### config.mk
export PLATFORM = sky130hd
export DESIGN_NAME = fir_dac_serializer_flat
export DESIGN_NICKNAME = d
export VERILOG_FILES = /design/src/rtl/fir_dac_serializer_if.sv /design/src/rtl/fir_dac_serializer.sv /design/src/flat_wrapper.sv
export SDC_FILE = /design/constraint.sdc
export NUM_CORES = 1
export LEC_CHECK = 0
export BUFFER_PORTS_ARGS = -buffer_cell sky130_fd_sc_hd__buf_4
export CORE_MARGIN = 4
export CORE_UTILIZATION = 40
export DETAILED_ROUTE_END_ITERATION = 10
export GPL_ROUTABILITY_DRIVEN = 0
export PLACE_DENSITY = 0.63
export SETUP_SLACK_MARGIN = 0.3
export SLEW_MARGIN = 40
export SYNTH_ARGS = -nofsm -noshare
export SYNTH_HDL_FRONTEND = slang
export SYNTH_SLANG_ARGS = --single-unit
### constraint.sdc
create_clock -name clk -period 5.2 [get_ports clk]
set_input_delay 0 -clock clk [delete_from_list [all_inputs] [get_ports clk]]
set_output_delay 0 -clock clk [all_outputs]
set_load 0.02 [all_outputs]
### src/rtl/fir_dac_serializer_if.sv
// Sample/DAC bundle between the FIR output stage and its driver: sample strobe,
// FIR data, enable, and the SPI-mode-0 DAC pins plus status flags.
interface fir_dac_serializer_if #(
  parameter int N = 32
);
  logic         ena;
  logic         clk_d;
  logic [N-1:0] y_in;
  logic         dac_sclk;
  logic         dac_mosi;
  logic         dac_cs_n;
  logic         busy;
  logic         sat;
  logic         overrun;

  modport master (
    output ena, clk_d, y_in,
    input  dac_sclk, dac_mosi, dac_cs_n, busy, sat, overrun
  );

  modport slave (
    input  ena, clk_d, y_in,
    output dac_sclk, dac_mosi, dac_cs_n, busy, sat, overrun
  );
endinterface

### src/rtl/fir_dac_serializer.sv
// FIR output stage: scales and saturates each strobed sample to an OUT_W-bit
// signed word and ships it MSB-first to an SPI-mode-0 DAC.
module fir_dac_serializer #(
  parameter int N        = 32,
  parameter int OUT_W    = 16,
  parameter int SHIFT    = 8,
  parameter int SCLK_DIV = 2
) (
  input  logic                    clk,
  input  logic                    rst,
  fir_dac_serializer_if.slave     bus
);

  localparam int CNT_W = $clog2(OUT_W);
  localparam int DIV_W = (SCLK_DIV > 1) ? $clog2(SCLK_DIV) : 1;
  localparam logic [DIV_W-1:0] DIV_LAST_C = DIV_W'(SCLK_DIV - 1);
  localparam logic [CNT_W-1:0] BIT_TOP_C  = CNT_W'(OUT_W - 1);
  localparam logic [CNT_W-1:0] BIT_ZERO_C = {CNT_W{1'b0}};

  localparam logic signed [N-1:0] POS_LIM_C = {{(N-OUT_W+1){1'b0}}, {(OUT_W-1){1'b1}}};
  localparam logic signed [N-1:0] NEG_LIM_C = {{(N-OUT_W+1){1'b1}}, {(OUT_W-1){1'b0}}};
  localparam logic [OUT_W-1:0]    WORD_MAX_C = {1'b0, {(OUT_W-1){1'b1}}};
  localparam logic [OUT_W-1:0]    WORD_MIN_C = {1'b1, {(OUT_W-1){1'b0}}};

  typedef enum logic [1:0] {
    ST_IDLE  = 2'd0,
    ST_SHIFT = 2'd1,
    ST_GAP   = 2'd2
  } state_t;

  // Returns {clipped, word}: arithmetic scale then clamp to the signed DAC range.
  function automatic logic [OUT_W:0] conv_word(input logic signed [N-1:0] y);
    logic signed [N-1:0] v;
    logic [OUT_W:0]      r;
    v = y >>> SHIFT;
    if (v > POS_LIM_C) begin
      r = {1'b1, WORD_MAX_C};
    end else if (v < NEG_LIM_C) begin
      r = {1'b1, WORD_MIN_C};
    end else begin
      r = {1'b0, v[OUT_W-1:0]};
    end
    return r;
  endfunction

  state_t             state_r, state_nxt_s;
  logic               clk_d_q_r;
  logic               stb_s;
  logic signed [N-1:0] y_s;
  logic [OUT_W:0]     conv_s;
  logic [OUT_W-1:0]   shreg_r, shreg_nxt_s;
  logic [CNT_W-1:0]   bit_cnt_r, bit_cnt_nxt_s;
  logic [DIV_W-1:0]   div_cnt_r, div_cnt_nxt_s;
  logic               sclk_r, sclk_nxt_s;
  logic               mosi_r, mosi_nxt_s;
  logic               cs_n_r, cs_n_nxt_s;
  logic               busy_r, busy_nxt_s;
  logic               sat_r, sat_nxt_s;
  logic               overrun_r, overrun_nxt_s;
  logic               div_hit_s;
  logic               last_fall_s;

  // clk_d is a level from the divider; only its rising edge counts as a sample.
  assign stb_s       = bus.clk_d & ~clk_d_q_r;
  assign y_s         = $signed(bus.y_in);
  assign conv_s      = conv_word(y_s);
  assign div_hit_s   = (div_cnt_r == DIV_LAST_C);
  assign last_fall_s = div_hit_s & sclk_r & (bit_cnt_r == BIT_ZERO_C);

  // State register.
  always_ff @(posedge clk or negedge rst) begin
    if (!rst) begin
      state_r <= ST_IDLE;
    end else begin
      state_r <= state_nxt_s;
    end
  end

  // Next-state logic: IDLE -> SHIFT -> GAP -> IDLE.
  always_comb begin
    state_nxt_s = state_r;
    case (state_r)
      ST_IDLE: begin
        if (stb_s && bus.ena) begin
          state_nxt_s = ST_SHIFT;
        end else begin
          state_nxt_s = ST_IDLE;
        end
      end
      ST_SHIFT: begin
        if (last_fall_s) begin
          state_nxt_s = ST_GAP;
        end else begin
          state_nxt_s = ST_SHIFT;
        end
      end
      ST_GAP: begin
        if (div_hit_s) begin
          state_nxt_s = ST_IDLE;
        end else begin
          state_nxt_s = ST_GAP;
        end
      end
      default: state_nxt_s = ST_IDLE;
    endcase
  end

  // Output/datapath next values; every output leaves through a register.
  always_comb begin
    shreg_nxt_s   = shreg_r;
    bit_cnt_nxt_s = bit_cnt_r;
    div_cnt_nxt_s = div_cnt_r;
    sclk_nxt_s    = sclk_r;
    mosi_nxt_s    = mosi_r;
    cs_n_nxt_s    = cs_n_r;
    busy_nxt_s    = busy_r;
    sat_nxt_s     = sat_r;
    // Any strobe outside IDLE (including the GAP->IDLE edge) drops its sample.
    overrun_nxt_s = overrun_r | (stb_s & (state_r != ST_IDLE));
    case (state_r)
      ST_IDLE: begin
        if (stb_s && bus.ena) begin
          shreg_nxt_s   = conv_s[OUT_W-1:0];
          sat_nxt_s     = conv_s[OUT_W];
          mosi_nxt_s    = conv_s[OUT_W-1];
          bit_cnt_nxt_s = BIT_TOP_C;
          div_cnt_nxt_s = {DIV_W{1'b0}};
          sclk_nxt_s    = 1'b0;
          cs_n_nxt_s    = 1'b0;
          busy_nxt_s    = 1'b1;
        end else begin
          div_cnt_nxt_s = {DIV_W{1'b0}};
          sclk_nxt_s    = 1'b0;
          mosi_nxt_s    = 1'b0;
          cs_n_nxt_s    = 1'b1;
          busy_nxt_s    = 1'b0;
        end
      end
      ST_SHIFT: begin
        if (div_hit_s) begin
          div_cnt_nxt_s = {DIV_W{1'b0}};
          sclk_nxt_s    = ~sclk_r;
          if (sclk_r && (bit_cnt_r == BIT_ZERO_C)) begin
            sclk_nxt_s = 1'b0;
            mosi_nxt_s = 1'b0;
            cs_n_nxt_s = 1'b1;
          end else if (sclk_r) begin
            shreg_nxt_s   = {shreg_r[OUT_W-2:0], 1'b0};
            mosi_nxt_s    = shreg_r[OUT_W-2];
            bit_cnt_nxt_s = bit_cnt_r - CNT_W'(1);
          end else begin
            mosi_nxt_s = mosi_r;
          end
        end else begin
          div_cnt_nxt_s = div_cnt_r + DIV_W'(1);
        end
      end
      ST_GAP: begin
        if (div_hit_s) begin
          div_cnt_nxt_s = {DIV_W{1'b0}};
          busy_nxt_s    = 1'b0;
        end else begin
          div_cnt_nxt_s = div_cnt_r + DIV_W'(1);
        end
      end
      default: begin
        div_cnt_nxt_s = {DIV_W{1'b0}};
        sclk_nxt_s    = 1'b0;
        mosi_nxt_s    = 1'b0;
        cs_n_nxt_s    = 1'b1;
        busy_nxt_s    = 1'b0;
      end
    endcase
  end

  // Datapath and output registers; reset aborts any frame in flight.
  always_ff @(posedge clk or negedge rst) begin
    if (!rst) begin
      clk_d_q_r <= 1'b0;
      shreg_r   <= {OUT_W{1'b0}};
      bit_cnt_r <= BIT_ZERO_C;
      div_cnt_r <= {DIV_W{1'b0}};
      sclk_r    <= 1'b0;
      mosi_r    <= 1'b0;
      cs_n_r    <= 1'b1;
      busy_r    <= 1'b0;
      sat_r     <= 1'b0;
      overrun_r <= 1'b0;
    end else begin
      clk_d_q_r <= bus.clk_d;
      shreg_r   <= shreg_nxt_s;
      bit_cnt_r <= bit_cnt_nxt_s;
      div_cnt_r <= div_cnt_nxt_s;
      sclk_r    <= sclk_nxt_s;
      mosi_r    <= mosi_nxt_s;
      cs_n_r    <= cs_n_nxt_s;
      busy_r    <= busy_nxt_s;
      sat_r     <= sat_nxt_s;
      overrun_r <= overrun_nxt_s;
    end
  end

  assign bus.dac_sclk = sclk_r;
  assign bus.dac_mosi = mosi_r;
  assign bus.dac_cs_n = cs_n_r;
  assign bus.busy     = busy_r;
  assign bus.sat      = sat_r;
  assign bus.overrun  = overrun_r;

endmodule
### src/flat_wrapper.sv
// flat-port wrapper written by rule: the top's interface ports become plain ports
module fir_dac_serializer_flat 
#(
  parameter int N        = 32,
  parameter int OUT_W    = 16,
  parameter int SHIFT    = 8,
  parameter int SCLK_DIV = 2
)
  (clk, rst, bus_ena, bus_clk_d, bus_y_in, bus_dac_sclk, bus_dac_mosi, bus_dac_cs_n, bus_busy, bus_sat, bus_overrun);
  fir_dac_serializer_if #(.N(N)) bus_i ();
  input  logic clk;
  input  logic rst;
  input wire logic [$bits(bus_i.ena)-1:0] bus_ena;
  input wire logic [$bits(bus_i.clk_d)-1:0] bus_clk_d;
  input wire logic [$bits(bus_i.y_in)-1:0] bus_y_in;
  output wire logic [$bits(bus_i.dac_sclk)-1:0] bus_dac_sclk;
  output wire logic [$bits(bus_i.dac_mosi)-1:0] bus_dac_mosi;
  output wire logic [$bits(bus_i.dac_cs_n)-1:0] bus_dac_cs_n;
  output wire logic [$bits(bus_i.busy)-1:0] bus_busy;
  output wire logic [$bits(bus_i.sat)-1:0] bus_sat;
  output wire logic [$bits(bus_i.overrun)-1:0] bus_overrun;
  assign bus_i.ena = bus_ena;
  assign bus_i.clk_d = bus_clk_d;
  assign bus_i.y_in = bus_y_in;
  assign bus_dac_sclk = bus_i.dac_sclk;
  assign bus_dac_mosi = bus_i.dac_mosi;
  assign bus_dac_cs_n = bus_i.dac_cs_n;
  assign bus_busy = bus_i.busy;
  assign bus_sat = bus_i.sat;
  assign bus_overrun = bus_i.overrun;
  fir_dac_serializer #(.N(N), .OUT_W(OUT_W), .SHIFT(SHIFT), .SCLK_DIV(SCLK_DIV)) u_core (.clk(clk), .rst(rst), .bus(bus_i));
endmodule
==> results.py, run 1 <==
metrics = {
    "run_status": {
        "status": "finished, final reports clean",
    },
    "clock_network": {
        "numClockSinks": 29,
        "holdBufCountCts": 2,
        "postCtsSetupBuffers": 0,
        "cts_max_level": 2,
        "cts.path.max_buffers": 2,
        "clkLatencyLatePin_ps": 280,
        "cts_buffers": 5,
        "path_clk_slew_ps": 60,
        "cts-resized-gates": 0,
        "cts-root-buf": "clkbuf_8",
        "cts_tree": "built",
    },
    "setup_path": {
        "slowest_delay_ps": 710,
        "crit_type": "reg -> reg",
        "crit_path_start_kind": "flop",
        "rr_worst_depth": 7,
        "crit_arrival_ps": 3120,
        "critPathCaptureType": "flop",
        "cp.required_ps": 5360,
        "cp_slowest_cell": "or2_1",
        "rrSetupSlack_ps": 2230,
        "crit_chain": "inv_1 -> ha_1 -> buf_4 -> inv_2 -> o21a_1 -> or2_1 -> mux2_1",
        "path_max_fanout": 28,
    },
    "route": {
        "drc": 0,
        "firstDrtPassIters": 4,
        "ant_nets": 0,
        "wirelength_um": 3750,
        "vias_per_cell": 5.78,
        "first_iter_violations": 111,
        "num_vias": 1428,
        "drt-wirelength-per-cell_um": 15.2,
    },
    "synthesis": {
        "synth_nets": 208,
        "syn_area_sq_um": 1600,
        "synth.avg_cell_area_sq_um": 9.66,
        "synth_edf_count": 0,
        "netlist_instances": 166,
        "ys_warn_count": 0,
        "synthArstFlopShare_pct": 100,
        "synth-seq-cells": 29,
        "synth.distinct_cells": 38,
        "synth_ff_type": "dfrtp_1",
        "yosysSeqAreaShare_pct": 45.3,
        "yosysMostFrequentCell": "dfrtp_1",
        "yosys.area.top_type": "dfrtp_1",
        "synth_area_leaders": "dfrtp_1 (44%), a211oi_1 (6.6%), o31ai_1 (5.1%)",
        "synth_top_area_share_pct": 43.7,
        "yosys-top-cells-count": "dfrtp_1 (28), nor2_1 (21), o21ai_0 (15)",
    },
    "cells_and_area": {
        "syn2layout_area_growth_pct": 22.3,
        "drive_above_1_share_pct": 26.1,
        "nNetsFinal": 240,
        "num_antenna_cells": 0,
    },
    "place": {
        "port-buffer-count": 33,
        "place_hpwl_um": 2540,
    },
    "grt": {
        "grt_pass1_wl_um": 6510,
        "grt_start_max_net_pins": 30,
        "track_usage_pct": 15.9,
        "antenna_found_initial": 0,
        "gr-total-overflow": 0,
        "grt_pass1_vias": 1438,
    },
    "pwr": {
        "p_int_uw": 595,
        "power_mw": 1.02,
        "power.net_switching_uw": 425,
        "pwr-share-comb_pct": 45.4,
        "p_leak_nw": 0.827,
        "pwr-share-clk_pct": 17.1,
        "peakVddDrop_mv": 0.204,
        "power.density_nw_per_um2": 520,
        "p_seq_share_pct": 37.5,
        "p_sw_share_pct": 41.6,
    },
    "flow_run": {
        "cap_viol_max_count": 0,
    },
    "sta": {
        "setup_violations": 0,
        "drv_slew": 0,
        "hold_viol_final": 0,
        "fmax_mhz": 337,
        "rsz0062_at_grt": "false",
        "final.setup.tns_ps": 0,
        "maxSlewHeadroom_pct": 46.8,
        "fin_crit_sh_pct": 57.1,
        "worst_pin_slew_ps": 798,
        "fin_crit_ps": 2970,
        "finClkSkew_ps": 7.92,
    },
    "die": {
        "ios": 42,
        "rows": 22,
        "core_area_sq_um": 3770,
        "die_area_sq_um": 5090,
        "dieHeight_um": 71.3,
        "die_x_um": 71.3,
        "start_util_pct": 42.5,
    },
    "min_path": {
        "hold_depth": 3,
        "min_path_type": "in -> reg",
    },
}
-- placed cells by master, fill, tap and decap left out, types with 4 or more instances in the layout --
cell type  instances
nand2_1            6
ha_1               6
nor2_1            21
o31ai_2            6
a211oi_1          14
clkbuf_8           5
o21ai_0           15
nand3_1            5
o21ai_1            4
buf_4             35
o31ai_1           11
dfrtp_1           28
inv_1              4
-- logic make-up after synthesis --
group                      share of synthesized area [%]
AOI/OAI and AO/OA                                   27.5
adders and majority gates                           4.68
buffers and inverters                               5.46
DFF                                                 45.3
muxes                                               1.40
and+or+nand+nor                                     15.6
-- final cells by class --
type                            instances  area (sq um)
Inverter                                5          18.8
Clock buffer                            8          80.1
Multi-Input combinational cell        120           793
Tap cell                               48          60.1
Sequential cell                        29           727
Fill cell                             357          1810
Timing Repair Buffer                   37           283
-- per-stage QoR --
step | hold slack (ps) | instances | setup slack, ps | util (%) | area, sq um
floorplan | -296 | 166 | 3360 | - | 1600
global placement | -57.9 | 237 | 2300 | 49.3 | 1860
detailed placement | -50.3 | 237 | 2230 | 49.4 | 1860
CTS | 37.8 | 247 | 2230 | 52.0 | 1960
global route | 65.1 | 247 | 2030 | 52.0 | 1960
finish | 38.7 | 247 | 2230 | 52.0 | 1960
-- state kept, by name, indices dropped and copies added (netlist names) --
signal	cells
u_core.bus.dac_mosi	1
u_core.bus.overrun	1
u_core.state_r	2
u_core.bus.sat	1
u_core.clk_d_q_r	1
u_core.div_cnt_r	1
u_core.bus.dac_cs_n	1
u_core.bus.dac_sclk	1
u_core.bus.busy	1
u_core.shreg_r	15
u_core.bit_cnt_r	4
-- critical path: cells and delay by family (launching register included) --
family	cells	cell delay [ps]
mux	1	380
simple gates	1	710
fa+ha+maj	1	180
flops	1	380
compound gates	1	570
buf+inv	3	610
-- per-layer routing --
| metal | part of all wire [%] | vias to the layer above | global-route usage, % |
|---|---|---|---|
| met4 | 1.3 | 0 | 6.89 |
| met3 | 6.8 | 5 | 3.51 |
| met1 | 44 | 699 | 19.8 |
| met2 | 48 | 47 | 26.3 |
| li1 | - | 677 | - |
| met5 | 0 | - | 0 |
-- final timing paths --
path | to | from
max in group asynchronous | u_core.bus.dac_cs_n$_DFFE_PN1P_ | rst
max reg2reg | u_core.bit_cnt_r[1]$_DFFE_PN0P_ | u_core.state_r[1]$_DFF_PN0_
max | u_core.bit_cnt_r[1]$_DFFE_PN0P_ | u_core.state_r[1]$_DFF_PN0_
min | u_core.shreg_r[0]$_DFFE_PN0P_ | bus_y_in[8]
min in group asynchronous | u_core.bit_cnt_r[2]$_DFFE_PN0P_ | rst
min reg2reg | u_core.bus.overrun$_DFF_PN0_ | u_core.bus.overrun$_DFF_PN0_
-- power by group through the flow --
stage / registers, mW / clock network (mW) / logic [mW]
3_5_place_dp: 0.384 / 0 / 0.469
5_1_grt: 0.392 / 0.187 / 0.525
6_report: 0.382 / 0.174 / 0.463
3_3_place_gp: 0.381 / 0 / 0.454
2_1_floorplan: 0.383 / 0 / 0.372
4_1_cts: 0.381 / 0.178 / 0.471
(Power assumes the default switching activity.)
==> run 2: changes to the inputs <==
- clock period: 5.2 -> 2.8 ns (I/O delays scaled with it)
==> run 2 against run 1 <==
- die area unchanged
- critical path depth is the same
- flip-flop and latch count did not move
- total power is 93% higher
- core utilization increased by 0.90 points
- fmax is 28% higher
- cell count is 1.2% higher
==> results.py, run 2 (synthesis results as in run 1) <==
metrics = {
    "run_status": {
        "status": "finished, final reports clean",
    },
    "clock_network": {
        "clkLatencyLatePin_ps": 280,
        "cts_tree": "built",
        "cts-root-buf": "clkbuf_8",
        "cts_max_level": 2,
        "path_clk_slew_ps": 60,
        "numClockSinks": 29,
        "postCtsSetupBuffers": 0,
        "cts_buffers": 5,
        "cts.path.max_buffers": 2,
    },
    "route": {
        "ant_nets": 0,
        "vias_per_cell": 5.63,
        "first_iter_violations": 94,
        "drt-wirelength-per-cell_um": 15.7,
        "firstDrtPassIters": 4,
        "drc": 0,
        "num_vias": 1408,
        "wirelength_um": 3920,
    },
    "sta": {
        "fin_crit_sh_pct": 82.8,
        "rsz0062_at_grt": "false",
        "hold_viol_final": 0,
        "drv_slew": 0,
        "fmax_mhz": 431,
        "final.setup.tns_ps": 0,
        "fin_crit_ps": 2320,
        "setup_violations": 0,
        "maxSlewHeadroom_pct": 67.9,
        "finClkSkew_ps": 1.72,
        "worst_pin_slew_ps": 475,
        "hold_slack_ps": 30.6,
    },
    "setup_path": {
        "path_max_fanout": 19,
        "cp.depth": 7,
        "critPathCaptureType": "flop",
        "crit_type": "reg -> reg",
        "crit_chain": "inv_1 -> ha_1 -> nand4b_1 -> o21a_2 -> or2_1 -> buf_4 -> o31ai_1",
        "cp.required_ps": 2970,
        "rr_worst_depth": 7,
        "slowest_delay_ps": 400,
        "crit_arrival_ps": 2490,
        "critPathTopFamily": "simple AND/OR/NAND/NOR gates",
        "cp_slowest_cell": "dfrtp_1",
        "critPathBufInv": 2,
        "crit_path_start_kind": "flop",
    },
    "flow_run": {
        "cap_viol_max_count": 0,
    },
    "die": {
        "ios": 42,
        "core_area_sq_um": 3770,
        "die_x_um": 71.3,
        "start_util_pct": 42.5,
        "dieHeight_um": 71.3,
        "die_area_sq_um": 5090,
        "rows": 22,
    },
    "cells_and_area": {
        "fin_area_sq_um": 2000,
        "syn2layout_area_growth_pct": 24.4,
        "num_antenna_cells": 0,
        "largest_register": "u_core.shreg_r",
        "drive_above_1_share_pct": 28.2,
        "final_util_pct": 52.9,
        "final_common_cell": "buf_4",
        "largest_reg_flops": 15,
        "layout_common_cells": "buf_4 (39), dfrtp_1 (28), nor2_1 (21), o21ai_0 (15), a211oi_1 (14)",
        "top_regs": "u_core.shreg_r x15, u_core.bit_cnt_r x4, u_core.state_r x2",
        "fillers": 325,
        "multi_input_area_sq_um": 791,
        "nNetsFinal": 244,
        "regArea_sq_um": 727,
    },
    "place": {
        "port-buffer-count": 33,
        "place_hpwl_um": 2640,
        "placed_area_sq_um": 1890,
    },
    "grt": {
        "gr-total-overflow": 0,
        "grt_start_max_net_pins": 30,
        "grt_pass1_vias": 1413,
        "antenna_found_initial": 0,
        "grt_pass1_wl_um": 6460,
        "track_usage_pct": 16.1,
    },
    "min_path": {
        "hold_depth": 3,
        "min_path_type": "in -> reg",
    },
    "pwr": {
        "power.density_nw_per_um2": 987,
        "p_leak_nw": 0.850,
        "power_mw": 1.97,
        "peakVddDrop_mv": 0.427,
    },
}
## run 2: cell type report
cell class	instances	area share, %
Timing Repair Buffer	41	15.7
Tap cell	48	3.01
Inverter	5	0.940
Multi-Input combinational cell	120	39.6
Sequential cell	29	36.4
Clock buffer	7	4.33
## run 2: final timing paths
kind                                              start                               to  slack (ps)
setup / recovery            u_core.state_r[0]$_DFF_PN0_   u_core.shreg_r[13]$_DFFE_PN0P_         480
hold / removal                              bus_y_in[8]    u_core.shreg_r[0]$_DFFE_PN0P_          30
setup reg to reg            u_core.state_r[0]$_DFF_PN0_   u_core.shreg_r[13]$_DFFE_PN0P_         480
hold reg to reg            u_core.bus.overrun$_DFF_PN0_     u_core.bus.overrun$_DFF_PN0_         480
max in group asynchronous                           rst  u_core.bus.dac_cs_n$_DFFE_PN1P_        2310
min in group asynchronous                           rst    u_core.shreg_r[0]$_DFFE_PN0P_         180
## run 2: power breakdown
| group | switching (mW) | total [mW] | internal, mW |
|---|---|---|---|
| clock network | 0.146 | 0.340 | 0.194 |
| logic | 0.544 | 0.917 | 0.372 |
| registers | 0.121 | 0.713 | 0.593 |
| total | 0.811 | 1.97 | 1.16 |
## run 2: layer usage
| layer | track usage, % | up-vias | share of wire (%) |
|---|---|---|---|
| li1 | - | 688 | - |
| met4 | 6.89 | 0 | 1.8 |
| met2 | 26.2 | 31 | 47 |
| met5 | 0 | - | 0 |
| met1 | 19.8 | 681 | 47 |
| met3 | 4.91 | 8 | 4.9 |
## run 2: repair_timing
action,CTS,global route
endpoints found under the setup margin,0,12
endpoints found under the hold margin,30,0
resized for setup,0,1
hold buffers,2,0
## run 2: metrics by stage
| stage | std cells | setup slack [ps] |
|---|---|---|
| 4_1_cts | 250 | 333 |
| 3_3_place_gp | 241 | 510 |
| 2_1_floorplan | 166 | 964 |
| 6_report | 250 | 481 |
| 5_1_grt | 250 | 364 |
| 3_5_place_dp | 241 | 354 |
## run 2: worst register-to-register path: stages, from the launching register on
cell      delay (ps)
dfrtp_1          400
inv_1            100
ha_1             260
nand4b_1         230
o21a_2           300
or2_1            380
buf_4            240
o31ai_1          300
